===== config.mk =====
export PLATFORM = sky130hd
export DESIGN_NAME = dmem_arbiter_flat
export DESIGN_NICKNAME = d
export VERILOG_FILES = /design/src/rtl/cpu_pkg.sv /design/src/rtl/dmem_arbiter_if.sv /design/src/rtl/dmem_rr_pick.sv /design/src/rtl/dmem_arbiter.sv /design/src/flat_wrapper.sv
export SDC_FILE = /design/constraint.sdc
export NUM_CORES = 1
export LEC_CHECK = 0
export CAP_MARGIN = 20
export CORE_AREA = 4 4 116 118
export DETAILED_ROUTE_END_ITERATION = 7
export DIE_AREA = 0 0 120 122
export GPL_TIMING_DRIVEN = 1
export PLACE_DENSITY = 0.58
export REMOVE_ABC_BUFFERS = 1
export SLEW_MARGIN = 20
export SYNTH_ARGS = -nofsm -noshare
export SYNTH_HDL_FRONTEND = slang
export SYNTH_SLANG_ARGS = --single-unit

===== constraint.sdc =====
create_clock -name clk -period 2 [get_ports clk]
set_input_delay 0.6 -clock clk [delete_from_list [all_inputs] [get_ports clk]]
set_output_delay 0.6 -clock clk [all_outputs]
set_load 0.01 [all_outputs]

===== src/rtl/cpu_pkg.sv =====
// Shared types and defaults for the data-memory arbiter.
// The FSM state encodes which master held the port on the previous cycle.
package cpu_pkg;

    typedef enum logic [1:0] {
        IDLE  = 2'd0,
        OWN0  = 2'd1,
        OWN1  = 2'd2,
        LOCK1 = 2'd3
    } arb_state_t;

    typedef enum logic {
        M0 = 1'b0,
        M1 = 1'b1
    } master_t;

    localparam int MAX_BURST_DEFAULT = 8;

endpackage


===== src/rtl/dmem_arbiter_if.sv =====
// Bundle of both requester ports, the CPU stall line and the data-memory port.
// Handshake: a master holds req (with wr/addr/wdata stable) until it sees gnt in the same cycle;
// a read's data is returned one cycle after its grant with rvalid, and there is no backpressure.
interface dmem_arbiter_if #(
    parameter int AW = 32,
    parameter int DW = 32
);
    logic          m0_req;
    logic          m0_wr;
    logic [AW-1:0] m0_addr;
    logic [DW-1:0] m0_wdata;
    logic          m0_gnt;
    logic          m0_rvalid;
    logic [DW-1:0] m0_rdata;
    logic          cpu_stall;

    logic          m1_req;
    logic          m1_wr;
    logic          m1_lock;
    logic [AW-1:0] m1_addr;
    logic [DW-1:0] m1_wdata;
    logic          m1_gnt;
    logic          m1_rvalid;
    logic [DW-1:0] m1_rdata;

    logic          mem_rd;
    logic          mem_wr;
    logic [AW-1:0] mem_addr;
    logic [DW-1:0] mem_wdata;
    logic [DW-1:0] mem_rdata;

    modport slave (
        input  m0_req, m0_wr, m0_addr, m0_wdata,
        input  m1_req, m1_wr, m1_lock, m1_addr, m1_wdata,
        input  mem_rdata,
        output m0_gnt, m0_rvalid, m0_rdata, cpu_stall,
        output m1_gnt, m1_rvalid, m1_rdata,
        output mem_rd, mem_wr, mem_addr, mem_wdata
    );

    modport master (
        output m0_req, m0_wr, m0_addr, m0_wdata,
        output m1_req, m1_wr, m1_lock, m1_addr, m1_wdata,
        output mem_rdata,
        input  m0_gnt, m0_rvalid, m0_rdata, cpu_stall,
        input  m1_gnt, m1_rvalid, m1_rdata,
        input  mem_rd, mem_wr, mem_addr, mem_wdata
    );

endinterface


===== src/rtl/dmem_rr_pick.sv =====
// Two-way round-robin pick: a lone requester wins, a tie goes to the master not granted last.
module dmem_rr_pick
    import cpu_pkg::*;
(
    input  logic    req0,
    input  logic    req1,
    input  master_t last,
    output logic    gnt0,
    output logic    gnt1
);

    always_comb begin
        gnt0 = req0 & (~req1 | (last == M1));
        gnt1 = req1 & (~req0 | (last == M0));
    end

endmodule


===== src/rtl/dmem_arbiter.sv =====
// Data-memory arbiter between the CPU MEM stage (m0) and a peripheral/DMA master (m1)
// with bounded m1 lock bursts and registered read-data return.
module dmem_arbiter
    import cpu_pkg::*;
#(
    parameter int MAX_BURST = MAX_BURST_DEFAULT,
    parameter int AW        = 32,
    parameter int DW        = 32
) (
    input  logic                               clk,
    input  logic                               reset,
    dmem_arbiter_if.slave                      bus,
    output arb_state_t                         dbg_state,
    output logic [$clog2(MAX_BURST+1)-1:0]     dbg_burst_cnt
);

    localparam int             CW      = $clog2(MAX_BURST + 1);
    localparam logic [CW-1:0]  MAX_CNT = CW'(MAX_BURST);

    arb_state_t    state, state_nxt;
    master_t       last, last_nxt;
    logic [CW-1:0] burst_cnt, burst_nxt;
    logic          rv0, rv1;
    logic          pick0, pick1;
    logic          hold_lock;
    logic          gnt0, gnt1;
    logic [AW-1:0] addr_sel;
    logic [DW-1:0] wdata_sel;

    dmem_rr_pick u_pick (
        .req0 (bus.m0_req),
        .req1 (bus.m1_req),
        .last (last),
        .gnt0 (pick0),
        .gnt1 (pick1)
    );

    always_ff @(posedge clk or negedge reset) begin
        if (!reset) begin
            state     <= IDLE;
            last      <= M1;
            burst_cnt <= '0;
            rv0       <= 1'b0;
            rv1       <= 1'b0;
        end else begin
            state     <= state_nxt;
            last      <= last_nxt;
            burst_cnt <= burst_nxt;
            rv0       <= gnt0 & ~bus.m0_wr;
            rv1       <= gnt1 & ~bus.m1_wr;
        end
    end

    // Grants are forced low while reset is held so no strobe escapes during reset.
    always_comb begin
        gnt0      = 1'b0;
        gnt1      = 1'b0;
        state_nxt = IDLE;
        last_nxt  = last;
        burst_nxt = '0;
        hold_lock = (state == LOCK1) && bus.m1_req && bus.m1_lock && (burst_cnt < MAX_CNT);
        if (reset) begin
            if (hold_lock) begin
                gnt1 = 1'b1;
            end else begin
                gnt0 = pick0;
                gnt1 = pick1;
            end
        end
        if (gnt0) begin
            state_nxt = OWN0;
            last_nxt  = M0;
        end else if (gnt1) begin
            last_nxt = M1;
            if (bus.m1_lock) begin
                state_nxt = LOCK1;
                burst_nxt = (burst_cnt == MAX_CNT) ? burst_cnt : burst_cnt + 1'b1;
            end else begin
                state_nxt = OWN1;
            end
        end
    end

    always_comb begin
        addr_sel  = '0;
        wdata_sel = '0;
        if (gnt0) begin
            addr_sel  = bus.m0_addr;
            wdata_sel = bus.m0_wdata;
        end else if (gnt1) begin
            addr_sel  = bus.m1_addr;
            wdata_sel = bus.m1_wdata;
        end
    end

    assign bus.m0_gnt    = gnt0;
    assign bus.m1_gnt    = gnt1;
    assign bus.cpu_stall = bus.m0_req & ~gnt0 & reset;
    assign bus.mem_rd    = (gnt0 & ~bus.m0_wr) | (gnt1 & ~bus.m1_wr);
    assign bus.mem_wr    = (gnt0 & bus.m0_wr) | (gnt1 & bus.m1_wr);
    assign bus.mem_addr  = addr_sel;
    assign bus.mem_wdata = wdata_sel;
    assign bus.m0_rvalid = rv0;
    assign bus.m1_rvalid = rv1;
    assign bus.m0_rdata  = rv0 ? bus.mem_rdata : '0;
    assign bus.m1_rdata  = rv1 ? bus.mem_rdata : '0;

    assign dbg_state     = state;
    assign dbg_burst_cnt = burst_cnt;

endmodule


===== src/flat_wrapper.sv =====
// flat-port wrapper written by rule: the top's interface ports become plain ports
module dmem_arbiter_flat import cpu_pkg::*;
#(
    parameter int MAX_BURST = MAX_BURST_DEFAULT,
    parameter int AW        = 32,
    parameter int DW        = 32
)
  (clk, reset, dbg_state, dbg_burst_cnt, bus_m0_req, bus_m0_wr, bus_m0_addr, bus_m0_wdata, bus_m1_req, bus_m1_wr, bus_m1_lock, bus_m1_addr, bus_m1_wdata, bus_mem_rdata, bus_m0_gnt, bus_m0_rvalid, bus_m0_rdata, bus_cpu_stall, bus_m1_gnt, bus_m1_rvalid, bus_m1_rdata, bus_mem_rd, bus_mem_wr, bus_mem_addr, bus_mem_wdata);
  dmem_arbiter_if #(.AW(AW), .DW(DW)) bus_i ();
  input  logic clk;
  input  logic reset;
  output arb_state_t dbg_state;
  output logic [$clog2(MAX_BURST+1)-1:0] dbg_burst_cnt;
  input wire logic [$bits(bus_i.m0_req)-1:0] bus_m0_req;
  input wire logic [$bits(bus_i.m0_wr)-1:0] bus_m0_wr;
  input wire logic [$bits(bus_i.m0_addr)-1:0] bus_m0_addr;
  input wire logic [$bits(bus_i.m0_wdata)-1:0] bus_m0_wdata;
  input wire logic [$bits(bus_i.m1_req)-1:0] bus_m1_req;
  input wire logic [$bits(bus_i.m1_wr)-1:0] bus_m1_wr;
  input wire logic [$bits(bus_i.m1_lock)-1:0] bus_m1_lock;
  input wire logic [$bits(bus_i.m1_addr)-1:0] bus_m1_addr;
  input wire logic [$bits(bus_i.m1_wdata)-1:0] bus_m1_wdata;
  input wire logic [$bits(bus_i.mem_rdata)-1:0] bus_mem_rdata;
  output wire logic [$bits(bus_i.m0_gnt)-1:0] bus_m0_gnt;
  output wire logic [$bits(bus_i.m0_rvalid)-1:0] bus_m0_rvalid;
  output wire logic [$bits(bus_i.m0_rdata)-1:0] bus_m0_rdata;
  output wire logic [$bits(bus_i.cpu_stall)-1:0] bus_cpu_stall;
  output wire logic [$bits(bus_i.m1_gnt)-1:0] bus_m1_gnt;
  output wire logic [$bits(bus_i.m1_rvalid)-1:0] bus_m1_rvalid;
  output wire logic [$bits(bus_i.m1_rdata)-1:0] bus_m1_rdata;
  output wire logic [$bits(bus_i.mem_rd)-1:0] bus_mem_rd;
  output wire logic [$bits(bus_i.mem_wr)-1:0] bus_mem_wr;
  output wire logic [$bits(bus_i.mem_addr)-1:0] bus_mem_addr;
  output wire logic [$bits(bus_i.mem_wdata)-1:0] bus_mem_wdata;
  assign bus_i.m0_req = bus_m0_req;
  assign bus_i.m0_wr = bus_m0_wr;
  assign bus_i.m0_addr = bus_m0_addr;
  assign bus_i.m0_wdata = bus_m0_wdata;
  assign bus_i.m1_req = bus_m1_req;
  assign bus_i.m1_wr = bus_m1_wr;
  assign bus_i.m1_lock = bus_m1_lock;
  assign bus_i.m1_addr = bus_m1_addr;
  assign bus_i.m1_wdata = bus_m1_wdata;
  assign bus_i.mem_rdata = bus_mem_rdata;
  assign bus_m0_gnt = bus_i.m0_gnt;
  assign bus_m0_rvalid = bus_i.m0_rvalid;
  assign bus_m0_rdata = bus_i.m0_rdata;
  assign bus_cpu_stall = bus_i.cpu_stall;
  assign bus_m1_gnt = bus_i.m1_gnt;
  assign bus_m1_rvalid = bus_i.m1_rvalid;
  assign bus_m1_rdata = bus_i.m1_rdata;
  assign bus_mem_rd = bus_i.mem_rd;
  assign bus_mem_wr = bus_i.mem_wr;
  assign bus_mem_addr = bus_i.mem_addr;
  assign bus_mem_wdata = bus_i.mem_wdata;
  dmem_arbiter #(.MAX_BURST(MAX_BURST), .AW(AW), .DW(DW)) u_core (.clk(clk), .reset(reset), .bus(bus_i), .dbg_state(dbg_state), .dbg_burst_cnt(dbg_burst_cnt));
endmodule

==> qor.csv <==
metric;value;unit
dieHeight;122;microns
overflow;0;
drtPass1Iterations;5;
skew;0.00202;ns
vias;3871;
netlist_area;0.00198;sq mm
power.density;364;mW/mm^2
ys_top_cells_by_area;nand2_1 26%, and2_1 20%, o22ai_1 20%, dfrtp_1 10%, clkbuf_1 3.8%;
yosysSeqAreaShare;0.114;
max_cap_viol_count;0;
ir_drop;0.000201;V
areaGrowthSynthToFinish;216;%
vias_per_cell;4.42;
grtUsageTotal;0.184;
yosys_warnings;0;
antenna_found_initial;2;
wl_per_cell;17.1;microns
end_kind;output pin;
utilization;0.503;
worst_slack;-0.422;ns
chipWidth;120;microns
htreeDepth;1;
worstPathRequired;1.40;ns
die-area;0.0146;sq mm
period_share;1.21;
fmax;0.413;GHz
status;complete, but fails checks;
numCtsBuffers;3;
post-synth-top-area-cell;nand2_1;
multi_input_area;0.00209;sq mm
ys_seq_elements;9;
reg2reg_slack;0.58;ns
synth_edf_count;0;
tightest_slew;0.426;ns
cts_tree;done;
yosys.cell_count.top_type;nand2_1;
ys_top_cells_by_count;135 x nand2_1, 65 x and2_1, 65 x o22ai_1;
rows;41;
synth_top_area_share;0.255;
crit_type;in -> out;
clk_pin_slew_worst_paths;0.04;ns
synth_flop_cell;dfrtp_1;
setup_viol;69;
start_kind;input port;
antenna_cells;0;
start_util;0.159;
drcViolationCount;0;
slew_viol_final;0;
coreArea;0.0125;sq mm
reg2reg_to;u_core.bus.m0_rvalid;
leakage;2.94;nW
syn_inst;343;
num-fill-cells;1248;
final-seq-area;226;sq um
finalHoldViolCount;0;
grt_max_degree;34;
gp_congestion;0.843;
hold_path_class;in -> async;
drtIter0Drc;122;
holdBufCountCts;0;
finalNetCount;874;
arrival;1.82;ns
detail-route-antenna-nets;0;
grt_pass1_vias;4094;
violations;negative setup slack;
dp.cells;831;
cts.sink_count;9;
synthArstFlopShare;1.00;
dpl_worst_slack;-1.09;ns
synth_cell_types;30;
drt_wl_total;15000;microns
grt_pass1_wl;21600;microns
ios;308;
hpwl;10900;microns
worstRegToRegCells;7;
drive_gt1_frac;0.423;
relSlewSlack;0.716;
stdcell_count;876;
min_period;2.42;ns
insertion_delay;0.23;ns
r2r-start;u_core.dbg_state[1];
worstPathMaxFanout;5;
clockBufferDepth;2;
cts-root-buf;clkbuf_16;
rsz0062_at_grt;yes;
avgSynthCellArea;5.79;sq um
io_buffers;307;
## stage by stage
| step | cell area (sq um) | TNS (ns) | total power, mW | hold WS, ns |
|---|---|---|---|---|
| 3_5_place_dp | 5540 | -91.41 | 1.49 | 0.604 |
| 2_1_floorplan | 1790 | -123.10 | 0.570 | 0.304 |
| 5_1_grt | 6270 | -28.06 | 2.41 | 0.433 |
| 6_report | 6270 | -23.08 | 2.28 | 0.436 |
| 4_1_cts | 6160 | -24.28 | 2.23 | 0.431 |
| 3_3_place_gp | 5540 | -89.71 | 1.47 | 0.590 |
## cell families after synthesis
kind of cell             synth area share
AND/OR/NAND/NOR                     0.511
AO/OA/AOI/OAI                       0.243
buffers and inverters               0.105
flip-flops                          0.114
XOR/XNOR                          0.00883
adder cells (fa/ha/maj)            0.0126
multiplexers                      0.00504
## worst max-delay path by stage
stage | from | endpoint | slack (ns) | cells past startpoint
after floorplan | bus_m1_lock | bus_mem_addr[0] | -1.87 | 3
after global placement | bus_m1_lock | bus_mem_wdata[25] | -1.04 | 7
after detailed placement | bus_m0_req | bus_mem_rd | -1.09 | 7
after CTS | u_core.last | bus_mem_addr[1] | -0.47 | 9
after global routing | u_core.last | bus_mem_wdata[5] | -0.49 | 8
final | bus_m1_lock | bus_mem_wdata[5] | -0.42 | 10
## per-layer routing
layer  global-route usage  vias up  wire length, microns
li1                     -     1879                     -
met1                0.193     1753                  5380
met2                0.351      213                  7830
met3               0.0655       22                  1490
met4               0.0437        4                   225
met5                    0        -                    23
## final cells by class
class | count | share of cell area
Multi-Input combinational cell | 295 | 0.333
Clock buffer | 4 | 0.0126
Sequential cell | 9 | 0.0361
Timing Repair Buffer | 392 | 0.581
Tap cell | 172 | 0.0343
Inverter | 4 | 0.00240
## sequential cells by signal (all words and copies together), names as in the netlist
| signal | flops |
|---|---|
| u_core.dbg_burst_cnt | 4 |
| u_core.dbg_state | 2 |
| u_core.bus.m0_rvalid | 1 |
| u_core.bus.m1_rvalid | 1 |
| u_core.last | 1 |
## worst max-delay path, cell delays in order
cell	delay, ns
buf_6	0.10
buf_6	0.11
nand4b_4	0.09
a22oi_2	0.07
buf_4	0.15
buf_8	0.12
buf_12	0.13
buf_16	0.13
o22ai_4	0.16
buf_2	0.15
## layout by cell type (no fill, tap or decap), types with 2 or more instances in the layout
master           instances
a21oi_1                  2
and2_1                  64
and2_4                   2
buf_12                  15
buf_16                  11
buf_2                  116
buf_4                   42
buf_6                   26
buf_8                    3
clkbuf_16                4
clkdlybuf4s15_2          5
clkdlybuf4s50_1        165
dfrtp_1                  8
dlygate4sd2_1            7
ha_1                     2
inv_1                    3
nand2_1                135
nand2b_1                 2
nand3b_1                 2
nor2_1                   5
o22ai_2                 54
o22ai_4                 11
## report_power, final
group	internal, mW	switching, mW	leakage [nW]
logic	1.01	0.709	2.78
clock network	0.267	0.0891	0.0382
registers	0.196	0.00875	0.119
## repair_timing
| item | 4_1_cts | 5_1_grt |
|---|---|---|
| pin swaps | 69 | 10 |
| cloned | 11 | 1 |
| setup endpoints to repair | 133 | 83 |
| setup buffers | 19 | 16 |
| resized for setup | 643 | 36 |
Power figures use the tool's default switching activity.
